==> config.mk <==
export PLATFORM = sky130hd
export DESIGN_NAME = rr_lock_arbiter
export DESIGN_NICKNAME = d
export VERILOG_FILES = /design/src/rtl/rr_lock_arbiter.sv
export SDC_FILE = /design/constraint.sdc
export NUM_CORES = 1
export LEC_CHECK = 0
export BUFFER_PORTS_ARGS = -buffer_cell sky130_fd_sc_hd__buf_4
export CORE_AREA = 5 5 117 119
export DETAILED_ROUTE_END_ITERATION = 6
export DIE_AREA = 0 0 122 124
export SYNTH_ARGS = -nofsm -noshare
export SYNTH_HDL_FRONTEND = slang
export SYNTH_HIERARCHICAL = 1
export SYNTH_SLANG_ARGS = --single-unit
==> constraint.sdc <==
create_clock -name clk -period 1.4 [get_ports clk]
set_input_delay 0.35 -clock clk [delete_from_list [all_inputs] [get_ports clk]]
set_output_delay 0.35 -clock clk [all_outputs]
set_load 0.01 [all_outputs]
==> src/rtl/rr_lock_arbiter.sv <==
// rr_lock_arbiter: round-robin arbiter with bus lock and anti-starvation lock
// timeout. It shares one fabric port among m_w masters.
//
// Ports
//   clk, rstn          clock, asynchronous active-low reset
//   bus_req/bus_lock   per-master request and lock (hold grant while requesting)
//   bus_grant          registered one-hot grant (or zero)
//   addr_m/wd_m/we_m/size_m   per-master transfer fields
//   rd_m               fabric read data broadcast to every master
//   addr_f/wd_f/we_f/size_f   granted master's fields, zero when idle
//   rd_f               fabric read data

// Per-master lane: forwards the master's fields only while it holds the grant.
// The top ORs all lanes together, so the one-hot grant selects the owner.
module rr_lock_arbiter_lane (
  input  logic        gnt,
  input  logic [31:0] addr,
  input  logic [31:0] wd,
  input  logic        we,
  input  logic [1:0]  size,
  output logic [31:0] addr_g,
  output logic [31:0] wd_g,
  output logic        we_g,
  output logic [1:0]  size_g
);
  assign addr_g = gnt ? addr : '0;
  assign wd_g   = gnt ? wd   : '0;
  assign we_g   = gnt & we;
  assign size_g = gnt ? size : '0;
endmodule

module rr_lock_arbiter #(
  parameter int m_w      = 2,
  parameter int max_lock = 16
) (
  input  logic                  clk,
  input  logic                  rstn,
  input  logic [m_w-1:0]        bus_req,
  input  logic [m_w-1:0]        bus_lock,
  output logic [m_w-1:0]        bus_grant,
  input  logic [m_w-1:0][31:0]  addr_m,
  input  logic [m_w-1:0][31:0]  wd_m,
  input  logic [m_w-1:0]        we_m,
  input  logic [m_w-1:0][1:0]   size_m,
  output logic [m_w-1:0][31:0]  rd_m,
  output logic [31:0]           addr_f,
  output logic [31:0]           wd_f,
  output logic                  we_f,
  output logic [1:0]            size_f,
  input  logic [31:0]           rd_f
);
  localparam int OW  = (m_w > 1) ? $clog2(m_w) : 1;
  localparam int LCW = (max_lock > 1) ? $clog2(max_lock) : 1;
  // The counter only needs to reach max_lock-1. With max_lock=0 the value is
  // never compared against, so any constant will do.
  localparam logic [LCW-1:0] CNT_MAX = (max_lock > 0) ? LCW'(max_lock - 1) : '1;

  typedef enum logic {IDLE, OWN} state_t;

  state_t         state, state_nx;
  logic [OW-1:0]  owner, owner_nx, last, last_nx;
  logic [LCW-1:0] lock_cnt, lock_cnt_nx;
  logic [OW-1:0]  base, pick, cand;
  logic           found, any_req, lock_hit, keep;
  logic [m_w-1:0] own_oh, grant_nx;

  assign any_req = |bus_req;
  assign own_oh  = m_w'(1) << owner;

  // Round-robin pick. The search starts just after the previous winner, so
  // that winner has the lowest priority. In OWN, last always equals owner.
  always_comb begin
    base  = (state == OWN) ? owner : last;
    pick  = '0;
    found = 1'b0;
    cand  = '0;
    for (int k = 1; k <= m_w; k++) begin
      cand = OW'((int'(base) + k) % m_w);
      if (!found && bus_req[cand]) begin
        found = 1'b1;
        pick  = cand;
      end
    end
  end

  // A lock is broken only when it has run its full budget and someone else
  // is waiting. If nobody else is waiting, the lock holder keeps the bus.
  assign lock_hit = (max_lock != 0) && (lock_cnt == CNT_MAX) &&
                    ((bus_req & ~own_oh) != '0);
  assign keep     = bus_req[owner] & bus_lock[owner] & ~lock_hit;

  always_comb begin
    state_nx    = state;
    owner_nx    = owner;
    last_nx     = last;
    lock_cnt_nx = lock_cnt;
    if (state == IDLE) begin
      if (any_req) begin
        state_nx    = OWN;
        owner_nx    = pick;
        last_nx     = pick;
        lock_cnt_nx = '0;
      end
    end else if (keep) begin
      if (max_lock != 0 && lock_cnt != CNT_MAX) lock_cnt_nx = lock_cnt + 1'b1;
    end else if (any_req) begin
      // Hand over directly. No idle cycle between owners.
      owner_nx    = pick;
      last_nx     = pick;
      lock_cnt_nx = '0;
    end else begin
      state_nx    = IDLE;
      lock_cnt_nx = '0;
    end
    grant_nx = (state_nx == OWN) ? (m_w'(1) << owner_nx) : '0;
  end

  always_ff @(posedge clk or negedge rstn) begin
    if (!rstn) begin
      state     <= IDLE;
      owner     <= '0;
      last      <= OW'(m_w - 1);
      lock_cnt  <= '0;
      bus_grant <= '0;
    end else begin
      state     <= state_nx;
      owner     <= owner_nx;
      last      <= last_nx;
      lock_cnt  <= lock_cnt_nx;
      bus_grant <= grant_nx;
    end
  end

  // Fabric mux. Each lane gates its master with its own grant bit. Reset
  // clears bus_grant asynchronously, so the fabric outputs drop with it.
  logic [m_w-1:0][31:0] addr_g, wd_g;
  logic [m_w-1:0]       we_g;
  logic [m_w-1:0][1:0]  size_g;

  for (genvar i = 0; i < m_w; i++) begin : g_lane
    rr_lock_arbiter_lane u_lane (
      .gnt    (bus_grant[i]),
      .addr   (addr_m[i]),
      .wd     (wd_m[i]),
      .we     (we_m[i]),
      .size   (size_m[i]),
      .addr_g (addr_g[i]),
      .wd_g   (wd_g[i]),
      .we_g   (we_g[i]),
      .size_g (size_g[i])
    );
    assign rd_m[i] = rd_f;
  end

  always_comb begin
    addr_f = '0;
    wd_f   = '0;
    we_f   = 1'b0;
    size_f = '0;
    for (int i = 0; i < m_w; i++) begin
      addr_f = addr_f | addr_g[i];
      wd_f   = wd_f   | wd_g[i];
      we_f   = we_f   | we_g[i];
      size_f = size_f | size_g[i];
    end
  end

endmodule

# Word-level counts from Yosys, hierarchy flattened
# Cells that the tools add are included.
dict set report op_classes {
  muxes 32
  n_mul 0
  shifts 2
  n_div 0
  n_lt_le_gt_ge 3
  n_reduce_logical 7
  n_eq_ne 4
  bitwise 11
  n_addsub 3
}
# op n
set op_table {}
lappend op_table {{$mux 32} 4}
lappend op_table {{$or 32x32->32} 2}
lappend op_table {{$mux 1} 21}
lappend op_table {{$mux 4} 4}
lappend op_table {{$lt 1x2->1 const B} 3}
lappend op_table {{$mux 2} 3}
lappend op_table {{$add 4x1->4 const B} 1}
lappend op_table {{$and 1x1->1} 4}
lappend op_table {{$eq 4x4->1 const B} 1}
lappend op_table {{$ne 4x4->1 const B} 1}
lappend op_table {{$reduce_bool 2->1} 2}
lappend op_table {{$shl 1x1->2 const A} 2}
lappend op_table {{$ne 3x2->1 const B} 1}
lappend op_table {{$add 1x1->1 const B} 2}
lappend op_table {{$and 2x2->2} 1}
lappend op_table {{$logic_and 1x1->1} 2}
lappend op_table {{$ne 2x2->1 const B} 1}
lappend op_table {{$not 2->2} 1}
lappend op_table {{$or 2x2->2} 1}
lappend op_table {{$reduce_and 2->1} 1}
lappend op_table {{$reduce_or 2->1} 1}
lappend op_table {{$logic_not 1->1} 1}
lappend op_table {{$not 1->1} 1}
lappend op_table {{$or 1x1->1} 1}
dict set report totals {
  n_memories 0
  ram_bits 0
  latchBits 0
  romBits 0
  regBits 9
  out_inout_bits 133
  inputBits 172
}

# Longest topological paths before layout
# Gate-level depths: netlist of the first run.
dict set report logic_depth {
  ltp_word 13
  mapped_depth 5
}

# By module
# Netlist of the first run, hierarchy kept.
# module seq_area_each_um2 area_per_inst_um2 n_inst cells_per_inst
set by_module_without_submodules {}
lappend by_module_without_submodules {rr_lock_arbiter 226.5 1371.3 1 175}
lappend by_module_without_submodules {rr_lock_arbiter_lane 0.0 475.5 2 74}

# Worst setup path after synthesis of the first run
# OpenSTA, ideal clock, no wires.
dict set report synth_timing {
  path_type {register to output}
  startpoint {register bus_grant[1]}
  endpoint {output size_f[0]}
  path_buffers 2
  path_slack_ns -0.091
  t_required_ns 1.050
  arrival_ns 1.141
  path_stages_with_launch 5
  path_cell_list {dfrtp_1 buf_4 buf_6 and2_1 or2_2}
}
# element line_no
set synth_lines {}
lappend synth_lines {{start: declaration} 40} ;# output logic [m_w-1:0] bus_grant,
lappend synth_lines {{start signal: assignment} 130} ;# bus_grant <= grant_nx;
lappend synth_lines {{end: declaration} 49} ;# output logic [1:0] size_f,

==> results by group, run 1 <==
Layout
  • Fillers: between 1000 and 1500
  • Ant. Diodes: 0
  • Area grow syn2layout: 80.4%
  • Finished Layout Cells: ~640
  • Final core occ: about a third
  • Proportion of layout cells with a drive suffix above 1: about two thirds
  • Nets@finish: around 650
  • Register area: 230 µm²
  • Area of the multi-input gates: 0.00174 mm²

Worst setup path
  • Critical Path AT: between 1000 and 1500 ps
  • Worst path required time: about 1100 ps
  • Crit path capture: addr_f[13]
  • R2R Path Start: lock_cnt[0]$_DFFE_PN0P_
  • Setup crit start: bus_grant[1]$_DFF_PN0_
  • Startpoint types: flop
  • Nature of the critical path endpoint: primary output
  • R2R Path End: bus_grant[1]$_DFF_PN0_
  • Reg2reg path depth: 6
  • Worst-path fanout max: 34
  • FF-to-FF setup slack: approximately 60 ps
  • Critical path type: flop to primary output

Pwr
  • Sw Share: between 30% and 40%
  • Internal: 2.38 mW
  • Pwr Total: 3.46 mW
  • Sequential power share: under 10%
  • VDD IR max: roughly 0.00054 V
  • Comb power frac: 75.7%
  • Clock power frac: about 14%
  • Leakage: 2.10 nW
  • P_sw: about 1.1 mW
  • PwrDens: around 830 mW/mm²

Die
  • Core ar.: ~0.012 mm²
  • Chip height: around 120 µm
  • Chip width: 122 µm
  • DIE AREA: 0.0151 mm²
  • Io pins: ~300
  • Cell row count: 41
  • Initial Util: 18.6%

Synth
  • Ys flop type: dfrtp_1
  • Post-synthesis async set-or-reset flop share: 100%
  • Synthesis Warnings: 6
  • Yosys top cell by area: and2_1
  • Commonest cells post-synth: and2_1, or2_2, buf_4
  • #FFs+latches synth: 9
  • Count of cell types in the netlist: 31
  • Most frequent cell after synthesis: and2_1
  • Area share of the largest cell type after synthesis: between 30% and 40%
  • Syn Inst Count: 323
  • Post-synthesis sequential area ratio: around a tenth
  • Syn nets: 496
  • Cell area after synthesis: between 0.002 and 0.0025 mm²
  • Post-synth EDFFs: 0
  • Largest cells by area after synthesis: and2_1, buf_4, or2_2, dfrtp_1, buf_6
  • Syn avg cell area: 7.19 µm²

GRT
  • First-pass GRT wire length: between 10000 and 15000 µm
  • Initial antenna violation count: 0
  • Vias in the first global route: approximately 2500
  • Gr ovfl total: 0
  • Largest net degree at the start of global routing: 37
  • Total Routing Usage GR: 9.75%

Outcome
  • Status: finished with violations
  • Failing checks: negative setup slack

Clock tree
  • Sink Count: 9
  • Clock latency on the worst-skew pair: 230 ps
  • CTS tree: yes
  • Worst-case clock buffer depth: 2
  • Clock-pin transition on the worst setup and hold timing paths: ~40 ps
  • H-tree levels: 1
  • Root Buffer: clkbuf_16
  • CTS buffer count: 3

STA
  • Relative slew slack: ~82%
  • Hold WS: 400 ps
  • Final worst slack: -365 ps
  • Unrepaired setup endpoints after global routing: yes
  • Fmax: 0.567 GHz
  • Slew @ Worst Pin: around 270 ps
  • Final min period: between 1500 and 2000 ps
  • Slew Viols, Final: 0
  • Worst Skew: just under 0.9 ps
  • Final setup fails: between 60 and 70
  • Final setup TNS: -19920 ps
  • Final worst path period share: 126%
  • Hold Vio Cnt, Final: 0

Placement
  • DP HPWL: 7080 µm
  • Dpl cells: 634
  • PortBufs: 208
  • Placer Congestion: around 0.73

Routing
  • Antenna-violating nets left: 0
  • Final WL: ~8400 µm
  • Drt pass-1 iters: 4
  • DRC viols: 0
  • Avg WL per Cell: ~13 µm
  • Vias: around 2500
  • Iter 0 DRT Violations: between 40 and 50
  • DR vias/cell: between 3 and 4

Run
  • Max_cap viols: 0

Min path
  • Hold depth: 3
  • Hold WC Path Type: input port to flop
-- cells by family after synthesis --
kind of cell | Yosys count | synth area share, %
flip-flops | 9 | 9.75
AND/OR/NAND/NOR | 220 | 58.8
buffers and inverters | 80 | 25.9
multiplexers | 2 | 0.916
AO/OA/AOI/OAI | 9 | 3.29
XOR/XNOR | 2 | 0.754
adder cells (fa/ha/maj) | 1 | 0.539
-- repair_timing --
action,in CTS,in global routing
hold buffers,1,0
resized for setup,86,14
buffers inserted,1,3
pin swaps,3,4
endpoints found under the hold margin,8,0
setup endpoints to repair,74,73
-- flip-flops by register name, summed over array words and instances, names as in the netlist --
register / cells
lock_cnt: 4
state: 1
owner: 1
last: 1
bus_grant: 2
-- worst min path at each step --
stage	end	slack [ps]	from
after floorplan	bus_grant[0]$_DFF_PN0_	50	rstn
after global placement	lock_cnt[3]$_DFFE_PN0P_	180	rstn
after detailed placement	lock_cnt[3]$_DFFE_PN0P_	190	rstn
after CTS	state$_DFF_PN0_	390	bus_req[0]
after global routing	state$_DFF_PN0_	420	bus_req[0]
final	state$_DFF_PN0_	400	bus_req[0]
-- layout by cell type (no fill, tap or decap), drive strengths merged, types with 2 or more instances in the layout --
cell type	count
nand3	3
clkbuf	4
xor2	2
buf	222
and2	136
dfrtp	8
nand2	5
or2	67
nor2	4
a21oi	2
and3	2
-- layout make-up --
class | instances | share of cell area, %
well taps | 172 | 5.14
clock buffers | 4 | 1.88
repair buffers | 223 | 45.8
inverters | 1 | 0.0896
multi-input cells | 234 | 41.6
flip-flops and latches | 9 | 5.50
-- through the flow --
step,setup WS [ps],cell area (µm²)
after floorplan,-12.5,2430
after global placement,-135,3720
after detailed placement,-155,3720
after CTS,-389,4110
after global routing,-396,4190
final,-365,4190
-- worst max-delay path, cell delays in order (launching register included) --
cell     delay [ps]
dfrtp_2         430
buf_12          170
and2_1          150
or2_2           280
buf_4           140
-- power groups by stage --
| stage | Combinational [mW] | Sequential [mW] | Clock, mW |
|---|---|---|---|
| floorplan | 1.40 | 0.332 | 0 |
| global placement | 2.24 | 0.335 | 0 |
| detailed placement | 2.27 | 0.337 | 0 |
| CTS | 2.62 | 0.336 | 0.514 |
| global route | 2.83 | 0.346 | 0.524 |
| finish | 2.62 | 0.343 | 0.499 |
-- layer usage --
layer  global-route usage, %  wire [µm]  share of wire (%)  vias up
met5                       0          0                  0        -
met4                   0.770          0                  0        0
met3                    4.41       1150                 14        0
met2                    17.3       4120                 49      174
met1                    11.2       3140                 37     1065
li1                        -          -                  -     1221
No activity file was read; power rests on OpenSTA's default activity.
==> run 2: changes to the inputs <==
GPL_ROUTABILITY_DRIVEN = 0   (was not set)
PLACE_DENSITY_LB_ADDON = 0.08   (was not set)
==> run 2 against run 1 <==
Net effect: the run still ends with negative setup slack left; combinational power decreased by 2%; sequential share of layout area about the same; design area decreased by 0.57%; clock skew increased by 3.8 ps; critical path depth unchanged; utilization decreased by 0.19 points; global-route usage increased by 1.2 points; critical path type unchanged.
==> results by group, run 2 (synthesized netlist as in run 1, its figures left out) <==
GRT
  • Initial antenna violation count: 0
  • Gr ovfl total: 0
  • Total Routing Usage GR: between 10% and 20%
  • First-pass GRT wire length: between 10000 and 15000 µm
  • Vias in the first global route: about 2400
  • Largest net degree at the start of global routing: approximately 40

Routing
  • Iter 0 DRT Violations: 52
  • DR vias/cell: between 3 and 4
  • Met2 Wirelength: 4760 µm
  • Max layer used: met4
  • Met3 routed WL: about 1100 µm
  • Drt pass-1 iters: 4
  • Avg WL per Cell: roughly 14 µm
  • Vias: around 2500
  • Antenna-violating nets left: 0
  • DRC viols: 0
  • Met1 WL: between 3000 and 4000 µm
  • Final WL: about 9300 µm

STA
  • Slew @ Worst Pin: 309 ps
  • Final min period: around 1800 ps
  • Fmax: 0.557 GHz
  • Hold Vio Cnt, Final: 0
  • Unrepaired setup endpoints after global routing: yes
  • Slew Viols, Final: 0
  • Worst Skew: 4.72 ps
  • Relative slew slack: around four fifths
  • Final setup fails: 68
  • Final worst slack: -396 ps
  • Final worst path period share: 128%

Worst setup path
  • Worst-path fanout max: 38
  • R2R Path End: bus_grant[1]$_DFF_PN0_
  • Worst path required time: between 1000 and 1500 ps
  • Critical Path AT: ~1500 ps
  • Nature of the critical path endpoint: primary output
  • FF-to-FF setup slack: 0 ps
  • Reg2reg path depth: 6
  • Startpoint types: flop
  • Critical path type: flop to primary output
  • R2R Path Start: lock_cnt[0]$_DFFE_PN0P_

Min path
  • Hold path start: bus_req[1]
  • Hold WC Path Type: input port to flop
  • Hold depth: 3
  • Min-Delay Endpoint: state$_DFF_PN0_

Layout
  • Design Area, Final: about 0.0042 mm²
  • Ant. Diodes: 0
  • Proportion of layout cells with a drive suffix above 1: 70.7%
  • Area grow syn2layout: 79.4%
  • Commonest cells after routing, fill and taps aside: buf_4, and2_1, or2_4, buf_6, and2_4
  • Nets@finish: around 650
  • Final core occ: ~33%
  • Largest Register: lock_cnt
  • Biggest regs: lock_cnt (4), bus_grant (2)
  • Commonest non-fill, non-tap cell in the layout: buf_4
  • Max reg flops: 4

Pwr
  • PwrDens: 827 mW/mm²
  • VDD IR max: 0.000424 V
  • Leakage: approximately 2.1 nW
  • Pwr Total: 3.44 mW

Placement
  • Placement Cell Area: about 0.0037 mm²
  • DP HPWL: approximately 7600 µm
  • PortBufs: 208

Clock tree
  • Worst-case clock buffer depth: 2
  • CTS buffer count: 3
  • Clock-pin transition on the worst setup and hold timing paths: 40 ps
  • CTS tree: yes
  • Clock latency on the worst-skew pair: 240 ps
  • H-tree levels: 1
  • Sink Count: 9
  • Root Buffer: clkbuf_16

Die
  • Chip width: 122 µm
  • Io pins: ~300
  • Initial Util: between 10% and 20%
  • Core ar.: 0.0125 mm²
  • Chip height: about 120 µm
  • DIE AREA: approximately 0.015 mm²
  • Cell row count: 41

Outcome
  • Status: finished with violations
  • Failing checks: negative setup slack

Run
  • Max_cap viols: 0
## run 2: changes by cell type in the layout (fill, tap and decap cells not counted), sizes merged
cell    previous run  this run
buf              222       224
clkbuf             4         5
## run 2: metrics by stage
step	TNS [ps]	hold slack, ps	setup WS, ps	instances
2_1_floorplan	-367	54.4	-12.5	323
3_3_place_gp	-6630	188	-137	637
3_5_place_dp	-7510	188	-162	637
4_1_cts	-22990	382	-405	645
5_1_grt	-26240	409	-438	646
6_report	-23000	403	-396	646
## run 2: critical path: stages (launching register included)
cell	delay (ps)
dfrtp_2	470
buf_12	190
and2_1	140
or2_2	270
buf_6	120
## run 2: how the worst max path moves through the flow
stage / start / to / slack [ps]
floorplan: bus_grant[1]$_DFF_PN0_ / wd_f[10] / -10
global placement: bus_grant[1]$_DFF_PN0_ / addr_f[17] / -140
detailed placement: bus_grant[1]$_DFF_PN0_ / addr_f[16] / -160
CTS: bus_grant[1]$_DFF_PN0_ / addr_f[3] / -400
global route: bus_grant[0]$_DFF_PN0_ / addr_f[22] / -440
finish: bus_grant[0]$_DFF_PN0_ / addr_f[22] / -400
## run 2: what timing repair did
action / CTS / global route
setup endpoints to repair: 73 / 73
resized for setup: 50 / 37
hold endpoints to repair: 8 / 0
hold buffers: 1 / 0
buffers inserted: 3 / 0
pin swaps: 2 / 5
cloned: 0 / 1
## run 2: final cells by class
class / instances / area [µm²]
Tap cell: 172 / 215
Fill cell: 1348 / 8300
Timing Repair Buffer: 226 / 1900
Clock buffer: 4 / 78.8
Sequential cell: 9 / 230
Multi-Input combinational cell: 234 / 1740
Inverter: 1 / 3.75
## run 2: report_power, final
| group | internal, mW | switching (mW) | total [mW] |
|---|---|---|---|
| clock | 0.381 | 0.129 | 0.510 |
| sequential | 0.301 | 0.0498 | 0.351 |
| combinational | 1.67 | 0.913 | 2.58 |
## run 2: metal layers
layer	vias to the layer above	global-route usage, %
met2	137	20.4
li1	1224	-
met5	-	0
met1	1088	12.3
met3	9	3.86
met4	0	1.96
